File: config.mk
export PLATFORM = sky130hd
export DESIGN_NAME = microwave_controller
export DESIGN_NICKNAME = d
export VERILOG_FILES = /design/src/rtl/microwave_pkg.sv /design/src/rtl/bcd_mmss_counter.sv /design/src/rtl/microwave_controller.sv
export SDC_FILE = /design/constraint.sdc
export NUM_CORES = 1
export LEC_CHECK = 0
export ABC_AREA = 0
export CAP_MARGIN = 40
export CORE_ASPECT_RATIO = 0.8
export CORE_UTILIZATION = 55
export DETAILED_ROUTE_END_ITERATION = 8
export PLACE_DENSITY = 0.89
export SYNTH_ARGS = -nofsm -noshare
export SYNTH_HDL_FRONTEND = slang
export SYNTH_SLANG_ARGS = --single-unit
File: constraint.sdc
create_clock -name clk -period 3.2 [get_ports clk]
set_clock_uncertainty 0.05 [all_clocks]
set_input_delay 0.64 -clock clk [delete_from_list [all_inputs] [get_ports clk]]
set_output_delay 0.64 -clock clk [all_outputs]
set_load 0.01 [all_outputs]
File: src/rtl/microwave_pkg.sv
// Shared types and constants for the microwave keypad/timer controller.
// Used by the BCD MM:SS counter and the top-level sequencer.
package microwave_pkg;

    typedef enum logic [2:0] {
        ST_IDLE,
        ST_ENTRY,
        ST_COOKING,
        ST_PAUSED,
        ST_DONE
    } state_e;

    typedef logic [3:0] bcd_t;

    localparam bcd_t BCD_MAX_DIGIT    = 4'd9;
    localparam bcd_t BCD_MAX_SEC_TENS = 4'd5;

endpackage

File: src/rtl/bcd_mmss_counter.sv
// Four-digit BCD MM:SS register: shift-in of keyed digits, clear, and a
// borrowing decrement that never goes below 00:00.
module bcd_mmss_counter
    import microwave_pkg::*;
(
    input  logic clk,
    input  logic rst_n,
    input  logic clear,
    input  logic shift_en,
    input  bcd_t shift_digit,
    input  logic dec,
    output bcd_t min_tens,
    output bcd_t min_ones,
    output bcd_t sec_tens,
    output bcd_t sec_ones,
    output logic is_zero,
    output logic is_one
);

    bcd_t mt_q, mo_q, st_q, so_q;
    bcd_t mt_d, mo_d, st_d, so_d;

    assign is_zero = (mt_q == 4'd0) && (mo_q == 4'd0) && (st_q == 4'd0) && (so_q == 4'd0);
    assign is_one  = (mt_q == 4'd0) && (mo_q == 4'd0) && (st_q == 4'd0) && (so_q == 4'd1);

    always_comb begin
        mt_d = mt_q;
        mo_d = mo_q;
        st_d = st_q;
        so_d = so_q;
        if (clear) begin
            mt_d = 4'd0;
            mo_d = 4'd0;
            st_d = 4'd0;
            so_d = 4'd0;
        end else if (shift_en) begin
            mt_d = mo_q;
            mo_d = st_q;
            st_d = so_q;
            so_d = shift_digit;
        end else if (dec && !is_zero) begin
            // Seconds tens above 5 (e.g. 75) just count down; a borrow from 0 reloads 5.
            if (so_q != 4'd0) begin
                so_d = so_q - 4'd1;
            end else begin
                so_d = BCD_MAX_DIGIT;
                if (st_q != 4'd0) begin
                    st_d = st_q - 4'd1;
                end else begin
                    st_d = BCD_MAX_SEC_TENS;
                    if (mo_q != 4'd0) begin
                        mo_d = mo_q - 4'd1;
                    end else begin
                        mo_d = BCD_MAX_DIGIT;
                        mt_d = mt_q - 4'd1;
                    end
                end
            end
        end
    end

    always_ff @(posedge clk or negedge rst_n) begin
        if (!rst_n) begin
            mt_q <= 4'd0;
            mo_q <= 4'd0;
            st_q <= 4'd0;
            so_q <= 4'd0;
        end else begin
            mt_q <= mt_d;
            mo_q <= mo_d;
            st_q <= st_d;
            so_q <= so_d;
        end
    end

    assign min_tens = mt_q;
    assign min_ones = mo_q;
    assign sec_tens = st_q;
    assign sec_ones = so_q;

endmodule

File: src/rtl/microwave_controller.sv
// Microwave sequencer: key capture, cook countdown, magnetron control.
// Optional done beep enabled by defining MICROWAVE_DONE_BEEP_EN.
module microwave_controller
    import microwave_pkg::*;
#(
    parameter int CLKS_PER_SEC = 10,
    parameter int BEEP_CLKS    = 4
) (
    input  logic       clk,
    input  logic       resetn,
    input  logic [3:0] digit,
    input  logic       loadn,
    input  logic       startn,
    input  logic       stopn,
    input  logic       door_closed,
    output logic       enablen,
    output logic [3:0] min_tens,
    output logic [3:0] min_ones,
    output logic [3:0] sec_tens,
    output logic [3:0] sec_ones,
    output logic       magnetron_on,
    output logic       done,
    output logic       beep
);

    localparam int TICK_W = (CLKS_PER_SEC > 1) ? $clog2(CLKS_PER_SEC) : 1;
    localparam logic [TICK_W-1:0] TICK_LAST = TICK_W'(CLKS_PER_SEC - 1);

    state_e            state_q, state_d;
    logic              loadn_prev_q, loadn_prev_d;
    logic [TICK_W-1:0] tick_cnt_q, tick_cnt_d;
    logic              enablen_q, enablen_d;
    logic              mag_q, mag_d;
    logic              done_q, done_d;

    logic key_edge, key_ok, tick;
    logic cnt_clear, cnt_shift, cnt_dec;
    logic is_zero, is_one;

    assign key_edge = loadn_prev_q && !loadn;
    assign key_ok   = key_edge && (digit <= BCD_MAX_DIGIT);
    assign tick     = (tick_cnt_q == TICK_LAST);

    always_comb begin
        state_d      = state_q;
        loadn_prev_d = loadn;
        cnt_clear    = 1'b0;
        cnt_shift    = 1'b0;
        cnt_dec      = 1'b0;
        case (state_q)
            ST_IDLE: begin
                if (key_ok) begin
                    cnt_shift = 1'b1;
                    state_d   = ST_ENTRY;
                end
            end
            ST_ENTRY: begin
                if (!stopn) begin
                    cnt_clear = 1'b1;
                    state_d   = ST_IDLE;
                end else if (!startn && door_closed && !is_zero) begin
                    state_d = ST_COOKING;
                end else if (key_ok) begin
                    cnt_shift = 1'b1;
                end
            end
            ST_COOKING: begin
                // Door/stop beats a coincident tick: time freezes.
                if (!stopn || !door_closed) begin
                    state_d = ST_PAUSED;
                end else if (tick) begin
                    cnt_dec = 1'b1;
                    if (is_one) begin
                        state_d = ST_DONE;
                    end
                end
            end
            ST_PAUSED: begin
                if (!stopn) begin
                    cnt_clear = 1'b1;
                    state_d   = ST_IDLE;
                end else if (!startn && door_closed) begin
                    state_d = ST_COOKING;
                end
            end
            ST_DONE: begin
                if (!stopn || !door_closed || key_edge) begin
                    state_d = ST_IDLE;
                end
            end
            default: state_d = ST_IDLE;
        endcase
    end

    // Divider is held at zero outside COOKING, so every entry starts a full second.
    always_comb begin
        tick_cnt_d = '0;
        if (state_q == ST_COOKING && !tick) begin
            tick_cnt_d = tick_cnt_q + TICK_W'(1);
        end
    end

    always_comb begin
        enablen_d = (state_d == ST_COOKING) || (state_d == ST_PAUSED) || (state_d == ST_DONE);
        mag_d     = (state_d == ST_COOKING);
        done_d    = (state_d == ST_DONE);
    end

    always_ff @(posedge clk or negedge resetn) begin
        if (!resetn) begin
            state_q      <= ST_IDLE;
            loadn_prev_q <= 1'b1;
            tick_cnt_q   <= '0;
            enablen_q    <= 1'b0;
            mag_q        <= 1'b0;
            done_q       <= 1'b0;
        end else begin
            state_q      <= state_d;
            loadn_prev_q <= loadn_prev_d;
            tick_cnt_q   <= tick_cnt_d;
            enablen_q    <= enablen_d;
            mag_q        <= mag_d;
            done_q       <= done_d;
        end
    end

    bcd_mmss_counter u_time (
        .clk        (clk),
        .rst_n      (resetn),
        .clear      (cnt_clear),
        .shift_en   (cnt_shift),
        .shift_digit(digit),
        .dec        (cnt_dec),
        .min_tens   (min_tens),
        .min_ones   (min_ones),
        .sec_tens   (sec_tens),
        .sec_ones   (sec_ones),
        .is_zero    (is_zero),
        .is_one     (is_one)
    );

`ifdef MICROWAVE_DONE_BEEP_EN
    localparam int BEEP_W = $clog2(BEEP_CLKS + 1);

    logic [BEEP_W-1:0] beep_cnt_q, beep_cnt_d;

    // Loaded on entry to DONE, counts down while DONE is held; leaving DONE cuts it short.
    always_comb begin
        beep_cnt_d = '0;
        if (state_d == ST_DONE) begin
            if (state_q != ST_DONE) begin
                beep_cnt_d = BEEP_W'(BEEP_CLKS);
            end else if (beep_cnt_q != '0) begin
                beep_cnt_d = beep_cnt_q - BEEP_W'(1);
            end
        end
    end

    always_ff @(posedge clk or negedge resetn) begin
        if (!resetn) begin
            beep_cnt_q <= '0;
        end else begin
            beep_cnt_q <= beep_cnt_d;
        end
    end

    assign beep = (beep_cnt_q != '0);
`else
    assign beep = 1'b0;
`endif

    assign enablen      = enablen_q;
    assign magnetron_on = mag_q;
    assign done         = done_q;

endmodule
After elaboration in Yosys (flattened, before gate mapping):

Index checks and enable logic that the tools add are counted.
Widths: inputs -> output; s select.

* flip-flop bits (word level): 27
* input bits: 10
* word-level logic and storage cells: 102

* reductions and logical operators: 33
* multiplexer cells: 41
* $lt $le $gt $ge: 1
* eq/ne operators: 12
* add/subtract/negate cells: 5

Operator list (count)
* $mux 4: 22
* $mux 3: 9
* $logic_not 4->1: 4
* $sub 4x1->4 const B: 4
* $pmux 3 s5: 1
* $eq 3x2->1 const B: 4
* $reduce_bool 4->1: 3
* $logic_and 1x1->1: 10
* $ne 3x3->1 const B: 3
* $mux 1: 8
* $eq 3x3->1 const B: 2
* $logic_not 1->1: 6
* $add 4x1->4 const B: 1
* $eq 4x1->1 const B: 1
* $eq 4x4->1 const B: 1
* $le 4x4->1 const B: 1
* $logic_or 1x1->1: 4
* $reduce_and 4->1: 1
* $eq 3x1->1 const B: 1
* $logic_not 3->1: 1
* $reduce_and 3->1: 1
* $reduce_bool 3->1: 1
* $pmux 1 s2: 1
* $reduce_and 2->1: 1
* $reduce_or 2->1: 1

Longest topological paths before layout:

Gate-level depths: netlist of run 1.

* word-level depth: 12
* depth in mapped cells: 8
* depth with buffers taken out: 7

Modules after synthesis:

From an unflattened synthesis of run 1, not the netlist that was laid out.

* cells, all modules: 169
* area, all modules: 1602.8 sq um

By module, submodules not included
* bcd_mmss_counter: instances 1, sequential area each 400.4 sq um, cells each 114, area each 1043.5 sq um
* microwave_controller: instances 1, sequential area each 276.5 sq um, cells each 55, area each 559.3 sq um

Least setup slack after synthesis of run 1:

OpenSTA, ideal clock, no wires.

* path kind: reg2reg
* from: register u_time.mt_q[0], in the netlist u_time.min_tens[0]
* to: register u_time.mt_q[0], in the netlist u_time.min_tens[0]
* stages on the path, launching flop included: 9
* library setup time: 0.121 ns
* required time: 3.029 ns
* period minus slack after synthesis: 2.063 ns
* arrival time: 1.892 ns
* path buffers: 1
* setup slack: 1.137 ns
* cells stage by stage: dfrtp_1 > inv_1 > ha_1 > nor4b_4 > nand4_2 > a311oi_2 > buf_4 > nor2_2 > a22o_1

* word-level cells in the longest chain between the ends: 11
* elaborated cells on any way between the ends: 22
* those cells by class: 1 x add/sub; 3 x eq/ne; 9 x mux; 9 x reduce/logical

Ends and longest elaborated chain
* start: declaration: line bcd_mmss_counter.sv:20 `bcd_t mt_q, mo_q, st_q, so_q;`
* start signal: assignment: line bcd_mmss_counter.sv:69 `mt_q <= mt_d;`
* $logic_not 4->1: line bcd_mmss_counter.sv:23 `assign is_zero = (mt_q == 4'd0) && (mo_q == 4'd0) && (st_q == 4'd0) && (so_q == 4'd0);`
* $logic_and 1x1->1 (3 in a row): line bcd_mmss_counter.sv:23
* $logic_not 1->1: line bcd_mmss_counter.sv:41, microwave_controller.sv:61
* $logic_and 1x1->1: line microwave_controller.sv:61 `end else if (!startn && door_closed && !is_zero) begin`
* $mux 1: line microwave_controller.sv:61
* $mux 1: line microwave_controller.sv:58 `if (!stopn) begin`
* $pmux 1 s2: line microwave_controller.sv:50 `case (state_q)`
* $ne 3x3->1 (no line), or another cell as far along
* $reduce_and 4->1 (no line) / $mux 4 (equally long branches)

Parallel ways exist; a longest one is shown, timed or not. The select of a mux whose other input is x is not followed.
A chain may end at the register's enable or synchronous reset.

Worst setup path in the final report of run 1:

* from: input stopn
* to: register u_time.mt_q[3], in the netlist u_time.min_tens[3]

* word-level cells in the longest chain between the ends: 7
* elaborated cells on any way between the ends: 16
* those cells by class: 3 x eq/ne; 8 x mux; 5 x reduce/logical

Ends and longest elaborated chain
* start: declaration: line microwave_controller.sv:14 `input logic stopn,`
* $logic_not 1->1: line microwave_controller.sv:69 `if (!stopn || !door_closed) begin`
* $logic_or 1x1->1: line microwave_controller.sv:69
* $mux 1: line microwave_controller.sv:69
* $mux 1: line microwave_controller.sv:50
* $logic_and 1x1->1: line bcd_mmss_counter.sv:41 `end else if (dec && !is_zero) begin`
* $reduce_bool 3->1 (no line)
* $reduce_and 4->1 (no line)

Parallel ways exist; a longest one is shown, timed or not.

==> impl_summary.txt, run 1 <==
----------------------------------------------------
[Worst setup path]
  Depth of the critical timing path with buffers and inverters included ... 6
  Startpoint-to-endpoint class of the critical path ... primary input to register
  Buffers and inverters on the worst path ... 1
  Required time of the worst setup path ... 3.34 ns
  Max stage delay cell, worst path ... sky130_fd_sc_hd__or3b_1
  Critical path capture point type ... register
  Critical Path Fanout Max ... 8
  Arrival time worst endpoint ... 2.59 ns
  Largest stage delay on the critical path ... 0.54 ns
  Depth of the worst register-to-register path ... 8
  Largest delay share family, worst path ... simple AND/OR/NAND/NOR gates
  Kind of launch point of the worst setup path ... primary input
  Series of cell instances along the critical path ... clkdlybuf4s50_1 > or3b_1 > and3_1 > a22oi_2 > o22ai_1 > a211oi_1

[Detailed routing]
  Vias per cell ... 6.28
  Per-cell routed wire length ... 16.5 um
  Initial DRT Pass Iterations ... 5
  Initial drt markers ... 120
  Number of antenna-violating nets in the routed design ... 0
  Post-detailed-routing wire length ... 3990 um
  Overall via count from detail_route ... 1520
  Remaining routing DRC violations ... 0

[Die]
  Overall die height ... 51.2 um
  # rows ... 17
  Overall die area ... 3250 um2
  Die X-Extent ... 63.5 um
  Top Ports ... 30
  Core footprint ... 2810 um2
  Starting Density ... 59.2%

[GRT]
  Global-route wire length before repair ... 6820 um
  Aggregate global routing overflow ... 0
  Global-route usage over all layers ... 26.9%
  Maximum number of pins on one net before global-route repair ... 28
  Initial antenna violation count ... 0
  Number of global-route vias before repair ... 1433

[CTS]
  Clock buffer count from CTS ... 3
  Reg clk slew, reported paths ... 0.09 ns
  H-tree depth ... 1
  Post-CTS repair timing setup buffer count ... 0
  Clock network latency to the later pin of the worst-skew pair ... 0.27 ns
  Longest Clk Path Bufs ... 2
  Post-cts hold buffer count ... 0
  TritonCTS clock tree ... yes
  Sinks on Clock Net ... 27
  Clock root buffer ... sky130_fd_sc_hd__clkbuf_8
  Post_cts resized ... 0

[Pwr]
  Power Density ... 795 nW/um2
  LEAKAGE ... 0.845 nW
  Peak ir drop on the vdd network ... 590 uV

[Synth]
  Fraction of registers with async set or reset after synthesis ... 100%
  Cells after synthesis ... 176
  Top cells by area in the synthesized netlist ... sky130_fd_sc_hd__dfrtp_1 39%, sky130_fd_sc_hd__nand2_1 3.2%, sky130_fd_sc_hd__a21oi_1 2.7%
  Compound-Gate Fraction of Synth Area ... 19.6%
  Register bit count reported by yosys ... 27
  Main flop type after synthesis ... sky130_fd_sc_hd__dfrtp_1
  Post-synthesis cell type count ... 56
  Dominant combinational cell family by area after synthesis ... simple AND/OR/NAND/NOR gates
  Proportion of netlist area held by the largest area contributor ... 39.1%
  Number of flops mapped to enable cells by yosys ... 0
  Sequential fraction of the synthesis area ... 40.7%
  Synthesized area per cell ... 9.45 um2
  Area of the mapped netlist ... 1660 um2
  Syn_nets ... 189
  Portion of netlist area occupied by mux cells ... 2.48%
  Warning count from the yosys run ... 0
  Adder-cell share of the synthesized area ... 2.26%
  Simple-Gate Fraction of Synth Area ... 27.7%
  Share of the synthesized netlist area taken by xor and xnor gates ... 2.63%
  Dominant cell type by area after synthesis ... sky130_fd_sc_hd__dfrtp_1

[STA]
  Maximum clock frequency ... 408 MHz
  Hold violation total from the final report ... 0
  Worst Tran Pin Value ... 0.521 ns
  Slew margin rel. ... 64.9%
  Portion of the clock cycle consumed by the worst path in the final layout ... 76.6%
  Slew Viols, Final ... 0
  Final total negative setup slack ... 0 ns
  Final Critical Period ... 2.45 ns
  # setup viols final ... 0
  Setup repair after global routing missed its margin ... no

[Worst hold path]
  Number of stages on the worst hold path ... 1
  Min-Delay Path Class ... register to register

[Layout]
  Ratio of cells with drive above 1 in the final layout ... 8.33%
  Non-filler instance count after layout ... 242
  Most common library cell in the layout ignoring fill and taps ... sky130_fd_sc_hd__clkdlybuf4s50_1
  Area Growth Syn to Fin ... 21.4%
  Most used cells in the layout excluding fill and tap cells ... 28 x sky130_fd_sc_hd__clkdlybuf4s50_1, 26 x sky130_fd_sc_hd__dfrtp_1, 14 x sky130_fd_sc_hd__nand2_1
  # diodes ... 0
  Total Nets Final ... 218

[Place]
  Instance count after placement with tap cells included ... 238
  HPWL reported at the end of detailed placement ... 2940 um
  RD Place Congestion ... 0.915
  Number of buffer cells added on primary ports ... 28

[Outcome]
  Outcome ... finished, final reports clean

[Job]
  Number of max-cap violations ... 0

----------------------------------------------------
## per-stage QoR
step                util, %  cell area, um2  setup slack [ns]  power [mW]  hold slack [ns]
floorplan                 -            1660              1.14        1.08            0.294
global placement       70.3            1970             0.537        1.38            0.422
detailed placement     70.3            1970             0.473        1.41            0.455
CTS                    71.9            2020             0.759        1.61            0.469
global route           71.9            2020             0.590        1.71            0.502
finish                 71.9            2020             0.749        1.61            0.466
## per-layer routing
| metal | vias to the layer above | routed length [um] | part of all wire, % | GRT usage [%] |
|---|---|---|---|---|
| li1 | 708 | - | - | - |
| met1 | 721 | 1880 | 47 | 39.9 |
| met2 | 79 | 1760 | 44 | 38.8 |
| met3 | 12 | 288 | 7.2 | 6.03 |
| met4 | 0 | 71 | 1.8 | 7.95 |
| met5 | - | 0 | 0 | 0 |
## kinds of logic (layout without fill, tap and decap cells)
kind of cell / count (synthesis) / after routing
AND/OR/NAND/NOR: 73 / 73
AO/OA/AOI/OAI: 46 / 46
flip-flops: 27 / 27
buffers and inverters: 17 / 45
XOR/XNOR: 5 / 5
multiplexers: 4 / 4
adder cells (fa/ha/maj): 3 / 3
other: 1 / 1
## worst register-to-register path, delay by kind of cell (launching register included)
family	cells	cell delay (ns)
buffers and inverters	2	0.37
DFF	1	0.43
AOI/OAI and AO/OA	2	0.41
and+or+nand+nor	3	0.83
adders and majority gates	1	0.18
## final timing paths
kind | from | to | slack [ns]
setup / recovery | stopn | u_time.min_tens[3] | 0.75
hold / removal | tick_cnt_q[0] | tick_cnt_q[0] | 0.47
setup reg to reg | u_time.min_tens[0] | u_time.sec_ones[0] | 0.81
hold reg to reg | tick_cnt_q[0] | tick_cnt_q[0] | 0.47
max in group asynchronous | resetn | loadn_prev_q | 2.12
min in group asynchronous | resetn | done | 0.69
## report_power, final
part	switching (mW)	internal, mW	total (mW)
Sequential	0.190	0.442	0.632
Combinational	0.396	0.387	0.783
Clock	0.104	0.0872	0.191
## registers in the layout, summed over array words and instances, names as in the netlist
register,count
tick_cnt_q,4
u_time.min_ones,4
u_time.min_tens,4
u_time.sec_ones,4
u_time.sec_tens,4
state_q,3
done,1
enablen,1
loadn_prev_q,1
magnetron_on,1
## final cells by class
cell class / count / area [um2]
Clock buffer: 3 / 41.3
Multi-Input combinational cell: 132 / 912
Tap cell: 38 / 47.5
Clock inverter: 1 / 5.00
Timing Repair Buffer: 30 / 295
Sequential cell: 27 / 677
Fill cell: 216 / 788
Inverter: 11 / 41.3
## Yosys cell counts, types with 2 or more instances
library cell                count
sky130_fd_sc_hd__dfrtp_1       26
sky130_fd_sc_hd__nand2_1       14
sky130_fd_sc_hd__inv_1         11
sky130_fd_sc_hd__nor2_1        10
sky130_fd_sc_hd__a21oi_1        9
sky130_fd_sc_hd__o21ai_1        8
sky130_fd_sc_hd__nand2b_1       6
sky130_fd_sc_hd__nand3_1        6
sky130_fd_sc_hd__nor2b_1        5
sky130_fd_sc_hd__nor3_1         4
sky130_fd_sc_hd__o21ai_0        4
sky130_fd_sc_hd__xnor2_1        4
sky130_fd_sc_hd__a22o_1         3
sky130_fd_sc_hd__and3_1         3
sky130_fd_sc_hd__ha_1           3
sky130_fd_sc_hd__mux2i_1        3
sky130_fd_sc_hd__nand4_1        3
sky130_fd_sc_hd__a211oi_1       2
sky130_fd_sc_hd__a22oi_1        2
sky130_fd_sc_hd__a2bb2oi_1      2
sky130_fd_sc_hd__and3b_1        2
sky130_fd_sc_hd__and4_1         2
sky130_fd_sc_hd__buf_2          2
sky130_fd_sc_hd__buf_4          2
sky130_fd_sc_hd__clkbuf_1       2
sky130_fd_sc_hd__nand3b_1       2
sky130_fd_sc_hd__nand4b_1       2
sky130_fd_sc_hd__nor4_4         2
sky130_fd_sc_hd__o22ai_1        2
sky130_fd_sc_hd__o31ai_1        2
sky130_fd_sc_hd__or2_2          2
sky130_fd_sc_hd__or3_1          2
No activity file was read; power rests on OpenSTA's default activity.
==> run 2: changes to the inputs <==
CORE_UTILIZATION = 47   (was 55)
PLACE_DENSITY = 0.82   (was 0.89)
clock period = 2 ns   (was 3.2 ns; I/O delays follow)
==> impl_summary.txt, run 2 (same netlist as run 1, synthesis figures left out) <==
----------------------------------------------------
[Outcome]
  Outcome ... finished with violations
  Failing checks ... negative setup slack

[Die]
  # rows ... 18 (+1)
  Core footprint ... 3220 um2 (+15%)
  Overall die height ... 55.2 um (+7.9%)
  Starting Density ... 51.6% (-7.6 points)
  Die X-Extent ... 68.5 um (+7.9%)
  Top Ports ... 30 (unchanged)
  Overall die area ... 3780 um2 (+16%)

[STA]
  Final setup slack of the worst path ... -0.0528 ns (-0.802 ns)
  Tightest hold margin ... 0.438 ns (-0.0288 ns)
  Maximum clock frequency ... 487 MHz
  Setup repair after global routing missed its margin ... yes
  Hold violation total from the final report ... 0 (unchanged)
  # setup viols final ... 12 (+12)
  Final total negative setup slack ... -0.167 ns (-0.167 ns)
  Portion of the clock cycle consumed by the worst path in the final layout ... 103%
  Final Critical Period ... 2.05 ns
  Slew Viols, Final ... 0 (unchanged)

[Layout]
  Most common library cell in the layout ignoring fill and taps ... sky130_fd_sc_hd__buf_4
  Most used cells in the layout excluding fill and tap cells ... 46 x sky130_fd_sc_hd__buf_4, 28 x sky130_fd_sc_hd__clkdlybuf4s50_1, 26 x sky130_fd_sc_hd__dfrtp_1
  Area Growth Syn to Fin ... 52.5%
  # diodes ... 0 (unchanged)
  Total Nets Final ... 269 (+23%)
  Ratio of cells with drive above 1 in the final layout ... 34.9% (+27 points)

[Worst setup path]
  Arrival time worst endpoint ... 2.17 ns (-0.42 ns)
  Kind of launch point of the worst setup path ... primary input
  Max stage delay cell, worst path ... sky130_fd_sc_hd__clkdlybuf4s50_1
  Critical Path Fanout Max ... 4 (-4)
  Required time of the worst setup path ... 2.12 ns (-1.22 ns)
  Series of cell instances along the critical path ... clkdlybuf4s50_1 > nand2b_1 > nand3b_1 > buf_4 > a22oi_2 > buf_4 > mux2_1 > o211a_1
  Depth of the worst register-to-register path ... 9 (+1)
  Critical path's most frequent cell ... sky130_fd_sc_hd__buf_4
  Startpoint-to-endpoint class of the critical path ... primary input to register
  Critical path capture point type ... register
  Largest stage delay on the critical path ... 0.47 ns (-0.07 ns)

[Detailed routing]
  Vias per cell ... 6.04 (-3.9%)
  Post-detailed-routing wire length ... 5260 um (+32%)
  Initial drt markers ... 146 (+22%)
  Per-cell routed wire length ... 17.8 um (+8.0%)
  Initial DRT Pass Iterations ... 4 (-1)
  Overall via count from detail_route ... 1781 (+17%)
  Remaining routing DRC violations ... 0 (unchanged)
  Number of antenna-violating nets in the routed design ... 0 (unchanged)

[CTS]
  Sinks on Clock Net ... 27 (unchanged)
  H-tree depth ... 1 (unchanged)
  Reg clk slew, reported paths ... 0.09 ns (about the same)
  Post-cts hold buffer count ... 0 (unchanged)
  Longest Clk Path Bufs ... 2 (unchanged)
  Clock buffer count from CTS ... 3 (unchanged)
  Clock network latency to the later pin of the worst-skew pair ... 0.28 ns (about the same)
  Clock root buffer ... sky130_fd_sc_hd__clkbuf_8
  TritonCTS clock tree ... yes

[Job]
  Number of max-cap violations ... 0 (unchanged)

[Place]
  RD Place Congestion ... 0.917 (+0.28%)
  Number of buffer cells added on primary ports ... 28 (unchanged)
  HPWL reported at the end of detailed placement ... 3640 um (+24%)

[Pwr]
  LEAKAGE ... 1.14 nW (+35%)
  Power Density ... 1250 nW/um2 (+57%)
  Peak ir drop on the vdd network ... 725 uV (+23%)

[GRT]
  Global-route wire length before repair ... 8100 um (+19%)
  Initial antenna violation count ... 0 (unchanged)
  Aggregate global routing overflow ... 0 (unchanged)
  Maximum number of pins on one net before global-route repair ... 28 (unchanged)
  Number of global-route vias before repair ... 1700 (+19%)
  Global-route usage over all layers ... 28.4% (+1.6 points)

[Worst hold path]
  Min-Delay Path Class ... primary input to async pin

----------------------------------------------------
-- run 2: worst max-delay path: cells and delay by family --
family                 cells  cell delay (ns)
muxes                      1             0.29
AOI/OAI and AO/OA          2             0.31
buffers and inverters      3             0.80
and+or+nand+nor            2             0.38
-- run 2: metal layers --
metal	vias to the layer above	track usage (%)	wire length, um
met5	-	0	0
met4	0	7.74	130
met3	19	6.82	367
met2	91	44.3	2540
met1	866	38.9	2220
li1	805	-	-
-- run 2: power breakdown --
group / internal, mW / total [mW] / switching [mW]
logic: 1.00 / 1.96 / 0.956
registers: 0.709 / 0.900 / 0.192
clock network: 0.140 / 0.311 / 0.171
-- run 2: metrics by stage --
stage	utilization (%)	instances	power [mW]	cell area, um2	setup WS (ns)
finish	78.7	295	3.17	2540	-0.0528
floorplan	-	176	1.73	1670	-0.0134
CTS	76.5	293	3.05	2460	-0.0373
detailed placement	71.4	282	2.59	2300	-0.283
global placement	71.4	282	2.52	2300	-0.208
global route	78.7	295	3.36	2540	-0.146
-- run 2: final timing paths --
check | start | endpoint | slack [ns]
worst max register to register | u_time.min_tens[0] | u_time.sec_tens[2] | -0.05
min in group clk | tick_cnt_q[0] | tick_cnt_q[0] | 0.47
worst min-delay path | resetn | done | 0.44
max in group asynchronous | resetn | loadn_prev_q | 1.16
worst min register to register | tick_cnt_q[0] | tick_cnt_q[0] | 0.47
worst max-delay path | loadn | u_time.sec_tens[2] | -0.05
-- run 2: area by class of cell --
type	instances	area, um2
clock buffers	3	41.3
clock inverters	1	5.00
fillers	220	684
inverters	11	41.3
multi-input cells	132	1020
flip-flops and latches	27	677
well taps	40	50.0
repair buffers	81	704
-- run 2: what timing repair did --
action | CTS | global route
buffers inserted | 6 | 2
gates resized for setup | 18 | 14
pin swaps | 12 | 5
gates cloned | 1 | 0
setup endpoints to repair | 15 | 19
